**config.mk**
```make
export PLATFORM = sky130hd
export DESIGN_NAME = alarm_scheduler_flat
export DESIGN_NICKNAME = d
export VERILOG_FILES = /design/src/rtl/alarm_scheduler_pkg.sv /design/src/rtl/alarm_scheduler_if.sv /design/src/rtl/alarm_scheduler_slot_bank.sv /design/src/rtl/alarm_scheduler.sv /design/src/flat_wrapper.sv
export SDC_FILE = /design/constraint.sdc
export NUM_CORES = 1
export LEC_CHECK = 0
export BUFFER_PORTS_ARGS = -buffer_cell sky130_fd_sc_hd__buf_2
export CORE_ASPECT_RATIO = 1.4
export CORE_MARGIN = 5
export CORE_UTILIZATION = 35
export DETAILED_ROUTE_END_ITERATION = 8
export SKIP_CTS_REPAIR_TIMING = 1
export SYNTH_ARGS = -nofsm -noshare
export SYNTH_HDL_FRONTEND = slang
export SYNTH_SLANG_ARGS = --single-unit
```
**constraint.sdc**
```tcl
create_clock -name clk -period 2.6 [get_ports clk]
set_clock_uncertainty 0.2 [all_clocks]
set_input_delay 0.26 -clock clk [delete_from_list [all_inputs] [get_ports clk]]
set_output_delay 0.26 -clock clk [all_outputs]
set_load 0.03 [all_outputs]
```
**src/rtl/alarm_scheduler_pkg.sv**
```systemverilog
// Shared definitions for the alarm scheduler: time-field widths, slice
// positions of the clockwork time bus and the alarm word, and FSM states.
package alarm_scheduler_pkg;

  localparam int HOUR_W  = 5;
  localparam int MIN_W   = 6;
  localparam int SEC_W   = 6;
  localparam int TIME_W  = HOUR_W + MIN_W + SEC_W;  // {hour,min,sec}
  localparam int ALARM_W = HOUR_W + MIN_W;          // {hour,min}
  localparam int SLOT_W  = ALARM_W + 1;             // {arm,hour,min}

  // Field positions inside the 17-bit time bus
  localparam int SEC_LSB  = 0;
  localparam int MIN_LSB  = SEC_W;
  localparam int HOUR_LSB = SEC_W + MIN_W;

  // Field positions inside the 11-bit alarm word
  localparam int AL_MIN_LSB  = 0;
  localparam int AL_HOUR_LSB = MIN_W;

  typedef enum logic [1:0] {
    ST_IDLE   = 2'd0,
    ST_SCAN   = 2'd1,
    ST_RING   = 2'd2,
    ST_SNOOZE = 2'd3
  } state_t;

  // Drop the seconds field to get the {hour,min} word compared against slots
  function automatic logic [ALARM_W-1:0] time_to_alarm(input logic [TIME_W-1:0] t);
    return t[TIME_W-1:MIN_LSB];
  endfunction

endpackage

```
**src/rtl/alarm_scheduler_if.sv**
```systemverilog
// Slot write port of the alarm scheduler.
// Handshake: wr_en is a one-clk strobe with no ready; the slot bank accepts a
// write on every clk in every state, and the new contents are visible on the
// following clk. Writes to an index >= SLOTS are dropped by the receiver.
interface alarm_scheduler_if #(
  parameter int SLOTS = 4
);
  localparam int IDX_W = (SLOTS > 1) ? $clog2(SLOTS) : 1;

  logic                                 wr_en;
  logic [IDX_W-1:0]                     wr_slot;
  logic [alarm_scheduler_pkg::ALARM_W-1:0] wr_time;
  logic                                 wr_arm;

  modport master (output wr_en, wr_slot, wr_time, wr_arm);
  modport slave  (input  wr_en, wr_slot, wr_time, wr_arm);
endinterface

```
**src/rtl/alarm_scheduler_slot_bank.sv**
```systemverilog
// Register file of alarm slots: {hour,min} plus armed bit per slot.
// One write port, one combinational read port, armed vector out.
module alarm_slot_bank
  import alarm_scheduler_pkg::*;
#(
  parameter int SLOTS = 4,
  parameter int IDX_W = (SLOTS > 1) ? $clog2(SLOTS) : 1
) (
  input  logic               clk,
  input  logic               rst,
  input  logic               wr_en,
  input  logic [IDX_W-1:0]   wr_slot,
  input  logic [ALARM_W-1:0] wr_time,
  input  logic               wr_arm,
  input  logic [IDX_W-1:0]   rd_idx,
  output logic [ALARM_W-1:0] rd_time,
  output logic               rd_arm,
  output logic [SLOTS-1:0]   armed
);

  logic [ALARM_W-1:0] slot_time [SLOTS];
  logic [SLOTS-1:0]   slot_arm;
  logic               wr_ok;

  // Out-of-range indices exist when SLOTS is not a power of two
  assign wr_ok = wr_en && (32'(wr_slot) < SLOTS);

  // Slot storage; reset disarms every slot at 00:00
  always_ff @(posedge clk or negedge rst) begin
    if (!rst) begin
      for (int i = 0; i < SLOTS; i++) slot_time[i] <= '0;
      slot_arm <= '0;
    end else if (wr_ok) begin
      slot_time[wr_slot] <= wr_time;
      slot_arm[wr_slot]  <= wr_arm;
    end
  end

  assign rd_time = slot_time[rd_idx];
  assign rd_arm  = slot_arm[rd_idx];
  assign armed   = slot_arm;

endmodule

```
**src/rtl/alarm_scheduler.sv**
```systemverilog
// Multi-slot alarm controller: detects each new minute on the clockwork bus,
// scans the slots one per clk through a shared comparator and runs a single
// ring session with snooze, dismiss and no-response timeout.
module alarm_scheduler
  import alarm_scheduler_pkg::*;
#(
  parameter int SLOTS      = 4,
  parameter int SNOOZE_MIN = 5,
  parameter int MAX_SNOOZE = 3,
  parameter int RING_SEC   = 60,
  parameter int IDX_W      = (SLOTS > 1) ? $clog2(SLOTS) : 1
) (
  input  logic              clk,
  input  logic              rst,
  input  logic [TIME_W-1:0] time_in,
  input  logic              tick,
  alarm_scheduler_if.slave  wr,
  input  logic              dismiss,
  input  logic              snooze,
  output logic              ring,
  output logic [IDX_W-1:0]  ring_slot,
  output logic              snoozing,
  output logic              end_ring,
  output logic [SLOTS-1:0]  armed,
  output state_t            state_dbg
);

  localparam int CNT_W = (MAX_SNOOZE > 0) ? $clog2(MAX_SNOOZE + 1) : 1;

  state_t             state_q, state_d;
  logic [MIN_W-1:0]   prev_min;
  logic               prev_vld;
  logic               new_min;
  logic [IDX_W-1:0]   idx_q, idx_d;
  logic [ALARM_W-1:0] cap_q, cap_d;
  logic [IDX_W-1:0]   slot_q, slot_d;
  logic [7:0]         ring_tmr_q, ring_tmr_d;
  logic [MIN_W-1:0]   snz_tmr_q, snz_tmr_d;
  logic [CNT_W-1:0]   snz_cnt_q, snz_cnt_d;
  logic               end_d;
  logic [ALARM_W-1:0] rd_time;
  logic               rd_arm;
  logic               match;
  logic               slot_hit;
  logic [SEC_W-1:0]   unused_sec;

  // Seconds are not needed: the ring timeout counts tick pulses instead
  assign unused_sec = time_in[SEC_LSB +: SEC_W];

  alarm_slot_bank #(.SLOTS(SLOTS), .IDX_W(IDX_W)) u_bank (
    .clk     (clk),
    .rst     (rst),
    .wr_en   (wr.wr_en),
    .wr_slot (wr.wr_slot),
    .wr_time (wr.wr_time),
    .wr_arm  (wr.wr_arm),
    .rd_idx  (idx_q),
    .rd_time (rd_time),
    .rd_arm  (rd_arm),
    .armed   (armed)
  );

  assign match    = rd_arm && (rd_time == cap_q);
  // Rewriting the slot that owns the session cancels the session
  assign slot_hit = wr.wr_en && (32'(wr.wr_slot) < SLOTS) && (wr.wr_slot == slot_q);
  // Any minute change counts, including a clockwork overwrite
  assign new_min  = prev_vld && (time_in[MIN_LSB +: MIN_W] != prev_min);

  // Minute tracker: the first clk after reset only loads the reference
  always_ff @(posedge clk or negedge rst) begin
    if (!rst) begin
      prev_min <= '0;
      prev_vld <= 1'b0;
    end else begin
      prev_min <= time_in[MIN_LSB +: MIN_W];
      prev_vld <= 1'b1;
    end
  end

  // Next-state and datapath decisions for scan and session handling
  always_comb begin
    state_d    = state_q;
    idx_d      = idx_q;
    cap_d      = cap_q;
    slot_d     = slot_q;
    ring_tmr_d = ring_tmr_q;
    snz_tmr_d  = snz_tmr_q;
    snz_cnt_d  = snz_cnt_q;
    end_d      = 1'b0;
    unique case (state_q)
      ST_IDLE: begin
        if (new_min) begin
          state_d = ST_SCAN;
          idx_d   = '0;
          cap_d   = time_to_alarm(time_in);
        end
      end
      ST_SCAN: begin
        if (match) begin
          state_d    = ST_RING;
          slot_d     = idx_q;
          ring_tmr_d = '0;
          snz_cnt_d  = '0;
        end else if (32'(idx_q) == SLOTS - 1) begin
          state_d = ST_IDLE;
        end else begin
          idx_d = idx_q + 1'b1;
        end
      end
      ST_RING: begin
        // Dismiss outranks snooze; an exhausted snooze behaves as dismiss
        if (slot_hit || dismiss || (snooze && snz_cnt_q == CNT_W'(MAX_SNOOZE))) begin
          state_d = ST_IDLE;
          end_d   = 1'b1;
        end else if (snooze) begin
          state_d   = ST_SNOOZE;
          snz_cnt_d = snz_cnt_q + 1'b1;
          snz_tmr_d = '0;
        end else if (tick) begin
          if (ring_tmr_q == 8'(RING_SEC - 1)) begin
            state_d = ST_IDLE;
            end_d   = 1'b1;
          end else begin
            ring_tmr_d = ring_tmr_q + 1'b1;
          end
        end
      end
      ST_SNOOZE: begin
        if (slot_hit || dismiss) begin
          state_d = ST_IDLE;
          end_d   = 1'b1;
        end else if (new_min) begin
          if (snz_tmr_q == MIN_W'(SNOOZE_MIN - 1)) begin
            state_d    = ST_RING;
            ring_tmr_d = '0;
          end else begin
            snz_tmr_d = snz_tmr_q + 1'b1;
          end
        end
      end
      default: state_d = ST_IDLE;
    endcase
  end

  // State, datapath and registered outputs
  always_ff @(posedge clk or negedge rst) begin
    if (!rst) begin
      state_q    <= ST_IDLE;
      idx_q      <= '0;
      cap_q      <= '0;
      slot_q     <= '0;
      ring_tmr_q <= '0;
      snz_tmr_q  <= '0;
      snz_cnt_q  <= '0;
      ring       <= 1'b0;
      snoozing   <= 1'b0;
      end_ring   <= 1'b0;
    end else begin
      state_q    <= state_d;
      idx_q      <= idx_d;
      cap_q      <= cap_d;
      slot_q     <= slot_d;
      ring_tmr_q <= ring_tmr_d;
      snz_tmr_q  <= snz_tmr_d;
      snz_cnt_q  <= snz_cnt_d;
      ring       <= (state_d == ST_RING);
      snoozing   <= (state_d == ST_SNOOZE);
      end_ring   <= end_d;
    end
  end

  assign ring_slot = slot_q;
  assign state_dbg = state_q;

endmodule

```
**src/flat_wrapper.sv**
```systemverilog
// flat-port wrapper written by rule: the top's interface ports become plain ports
module alarm_scheduler_flat import alarm_scheduler_pkg::*;
#(
  parameter int SLOTS      = 4,
  parameter int SNOOZE_MIN = 5,
  parameter int MAX_SNOOZE = 3,
  parameter int RING_SEC   = 60,
  parameter int IDX_W      = (SLOTS > 1) ? $clog2(SLOTS) : 1
)
  (clk, rst, time_in, tick, dismiss, snooze, ring, ring_slot, snoozing, end_ring, armed, state_dbg, wr_wr_en, wr_wr_slot, wr_wr_time, wr_wr_arm);
  alarm_scheduler_if #(.SLOTS(SLOTS)) wr_i ();
  input  logic clk;
  input  logic rst;
  input  logic [TIME_W-1:0] time_in;
  input  logic tick;
  input  logic dismiss;
  input  logic snooze;
  output logic ring;
  output logic [IDX_W-1:0] ring_slot;
  output logic snoozing;
  output logic end_ring;
  output logic [SLOTS-1:0] armed;
  output state_t state_dbg;
  input wire logic [$bits(wr_i.wr_en)-1:0] wr_wr_en;
  input wire logic [$bits(wr_i.wr_slot)-1:0] wr_wr_slot;
  input wire logic [$bits(wr_i.wr_time)-1:0] wr_wr_time;
  input wire logic [$bits(wr_i.wr_arm)-1:0] wr_wr_arm;
  assign wr_i.wr_en = wr_wr_en;
  assign wr_i.wr_slot = wr_wr_slot;
  assign wr_i.wr_time = wr_wr_time;
  assign wr_i.wr_arm = wr_wr_arm;
  alarm_scheduler #(.SLOTS(SLOTS), .SNOOZE_MIN(SNOOZE_MIN), .MAX_SNOOZE(MAX_SNOOZE), .RING_SEC(RING_SEC), .IDX_W(IDX_W)) u_core (.clk(clk), .rst(rst), .time_in(time_in), .tick(tick), .wr(wr_i), .dismiss(dismiss), .snooze(snooze), .ring(ring), .ring_slot(ring_slot), .snoozing(snoozing), .end_ring(end_ring), .armed(armed), .state_dbg(state_dbg));
endmodule
```
==> summary.txt <==
Yosys
  • Most common flop cell mapped by yosys: dfrtp_1
  • Synth Warn #: 0
  • Average instance area after synthesis: 13.04 um2
  • Post-synth top cells: dfrtp_1 (91), mux2_2 (60), xnor2_1 (15)
  • Syn Nets: 385
  • Share of the synthesized area in the top cell type: 0.5089
  • Main area contributors after synthesis: dfrtp_1 (51%), mux2_2 (15%), mux4_2 (3.0%)
  • Cells after Synth: 343
  • Area leader, netlist: dfrtp_1
  • Synth cell types: 62
  • Top-count cell post-synth: dfrtp_1
  • Sequential-to-total area share from yosys stat: 0.5089
  • Post-synth EDFFs: 0
  • Seq cells post-synth: 91
  • Post-Syn Area: 0.004474 mm2
  • Async set-reset flop share out of synthesis: 1.000

Place
  • IO Port Bufs: 41
  • Placed insts: 542
  • Placer Congestion: 0.7866
  • Dpl ws: -99.98 ps
  • Cell Area, Placed: 0.004962 mm2
  • Half-perimeter wire length after placement: 6732 um

GRT
  • Largest net degree at the start of global routing: 59
  • Vias in the first global route: 2976
  • Grt total ovfl: 0
  • Antenna violations before repair: 0
  • First-pass GRT wire length: 15290 um
  • Gr usage total: 0.1273

STA
  • Final slew viol count: 0
  • RSZ-0062 raised after global routing: yes
  • Final Hold Slack: 3.181 ps
  • Final Hold Fails: 0
  • Final setup margin: 118.4 ps
  • Fmax: 403.0 MHz
  • Setup_tns: 0 ps
  • Tcrit/Tclk final: 0.9545
  • Setup violators final: 0
  • Min cycle time layout: 2482 ps

Floorplanning
  • Chip height: 143.8 um
  • Core box area: 0.01269 mm2
  • Die area: 0.01518 mm2
  • Io pins: 48
  • Die W: 105.6 um
  • Starting Density: 0.3526
  • Number of core rows: 49

Worst setup path
  • Data arrival, critical path: 2480 ps
  • Reg2reg setup slack: 120 ps
  • CP startpoint kind: register
  • CP most frequent cell: buf_4
  • Crit-path slowest cell: mux4_2
  • CP max stage delay: 520 ps
  • WS Path Type: register to register
  • CP top delay family: multiplexers
  • Worst-path fanout max: 5
  • Buf+Inv Stages, Crit Path: 2
  • Type of destination of the critical path: register
  • Critical-path cell list: buf_4 > mux4_2 > xnor2_2 > nand4_4 > a221oi_4 > buf_4 > a41oi_1
  • CP Data Required Time: 2590 ps

CTS
  • TritonCTS clock tree: done
  • Sink Count: 91
  • TritonCTS Buffers: 9
  • Clock Tree Buf Depth: 2
  • CTS H-tree lvls: 3
  • Clock slew at reported path FFs: 60 ps
  • Root Driver: clkbuf_16
  • Clk_lat worst skew: 340 ps

Final layout
  • Layout cell share with drive strength beyond 1: 0.3726
  • Final Cell Area: 0.005461 mm2
  • Final std cells w/o fill: 577
  • Fin util: 0.4303
  • ANT cells: 0
  • Synthesis-to-layout area growth: 22.06%
  • Final nets: 462

Min path
  • HP Class: primary input to register

Route
  • Final ANT Viol Nets: 0
  • Via count: 2961
  • Initial DRC count: 107
  • First-pass iteration count of the detailed router: 4
  • WL final: 9132 um
  • Average via count per standard cell: 5.132
  • DRC viols: 0
  • Wirelength per Cell: 15.83 um

Power and ir drop
  • Internal power: 3.406 mW
  • Switching pwr: 1.623 mW
  • Combinational share of power: 0.352
  • VDD IR max: 0.3389 mV
  • Sw frac: 0.3227
  • Power per cell area: 920.8 mW/mm2
  • Pleak: 2.348 nW
  • Total Power: 5.029 mW
  • Part of the power in registers: 0.389
  • Clk network pwr share: 0.259

Run
  • Max-cap violations: 0

Status
  • Status: finished, final reports clean
flip-flops by register name (all words and copies together), names as in the netlist, 2 cells and up:
| register | count |
|---|---|
| u_core.snz_tmr_q | 6 |
| u_core.ring_tmr_q | 8 |
| u_core.snz_cnt_q | 2 |
| u_core.state_dbg | 2 |
| u_core.prev_min | 6 |
| u_core.idx_q | 2 |
| u_core.u_bank.armed | 4 |
| u_core.u_bank.slot_time | 44 |
| u_core.cap_q | 11 |
| u_core.ring_slot | 2 |
path summary, 6_finish.rpt:
check,startpoint,endpoint,cells past startpoint
max,u_core.idx_q[0],u_core.ring_tmr_q[7],7
min,wr_wr_time[5],u_core.u_bank.slot_time[27],2
max reg2reg,u_core.idx_q[0],u_core.ring_tmr_q[7],7
min reg2reg,u_core.u_bank.slot_time[20],u_core.u_bank.slot_time[20],1
max in group asynchronous,rst,u_core.idx_q[0],3
min in group asynchronous,rst,u_core.snz_tmr_q[1],2
cells in the final DEF (no fill, tap or decap), drive strengths merged, types with 2 or more instances in the layout:
master / synthesis / layout
nor2: 14 / 14
nand3: 6 / 6
o2111ai: 3 / 3
xor2: 8 / 8
or3: 2 / 2
mux4: 6 / 6
nand3b: 3 / 3
a21boi: 2 / 2
o311a: 2 / 2
a2bb2oi: 2 / 2
or2: 2 / 2
clkinvlp: 0 / 2
mux2i: 13 / 13
and3: 2 / 2
clkbuf: 3 / 9
dfrtp: 91 / 91
nor3: 6 / 6
inv: 14 / 16
o21ai: 10 / 10
nand2: 9 / 9
o21a: 3 / 3
and2: 3 / 3
dlygate4sd3: 0 / 18
nand4: 7 / 7
a211oi: 2 / 2
xnor2: 19 / 19
mux2: 62 / 62
a41oi: 4 / 4
a31oi: 9 / 9
ha: 5 / 5
buf: 7 / 58
nor4: 3 / 3
a31o: 2 / 2
a21oi: 5 / 5
worst reg2reg max path: stages (launching register included):
cell	delay (ps)
dfrtp_2	440
buf_4	160
mux4_2	520
xnor2_2	190
nand4_4	180
a221oi_4	380
buf_4	170
a41oi_1	110
power by group through the flow:
stage / Combinational (mW) / Sequential, mW / Clock (mW)
finish: 1.77 / 1.96 / 1.30
global route: 1.94 / 2.00 / 1.40
CTS: 1.74 / 1.97 / 1.34
detailed placement: 1.73 / 2.00 / 0
global placement: 1.71 / 1.99 / 0
floorplan: 1.32 / 1.94 / 0
cell families after synthesis:
kind of cell / Yosys count / share of synthesized area
compound gates: 52 / 0.09005
simple gates: 62 / 0.08501
buf+inv: 24 / 0.02377
flops: 91 / 0.5089
xor+xnor: 27 / 0.06208
mux: 81 / 0.2153
fa+ha+maj: 5 / 0.01398
other cells: 1 / 0.0008381
per-layer routing:
| metal | part of all wire | wire length, um | track usage | up-vias |
|---|---|---|---|---|
| li1 | - | - | - | 1420 |
| met3 | 0.030 | 275 | 0.03056 | 6 |
| met1 | 0.43 | 3911 | 0.1539 | 1503 |
| met4 | 0.011 | 98 | 0.04093 | 0 |
| met2 | 0.53 | 4846 | 0.2241 | 32 |
| met5 | 0 | 0 | 0 | - |
final cells by class:
cell class                 instances  area, um2
inverter                          14      52.55
fill                            1175       7229
tap                              153      191.4
clock buffer                       9      225.2
multi-input combinational        228       2096
clock inverter                     6      73.82
sequential                        91       2278
timing repair buffer              76      544.3
No activity file was read; power rests on OpenSTA's default activity.
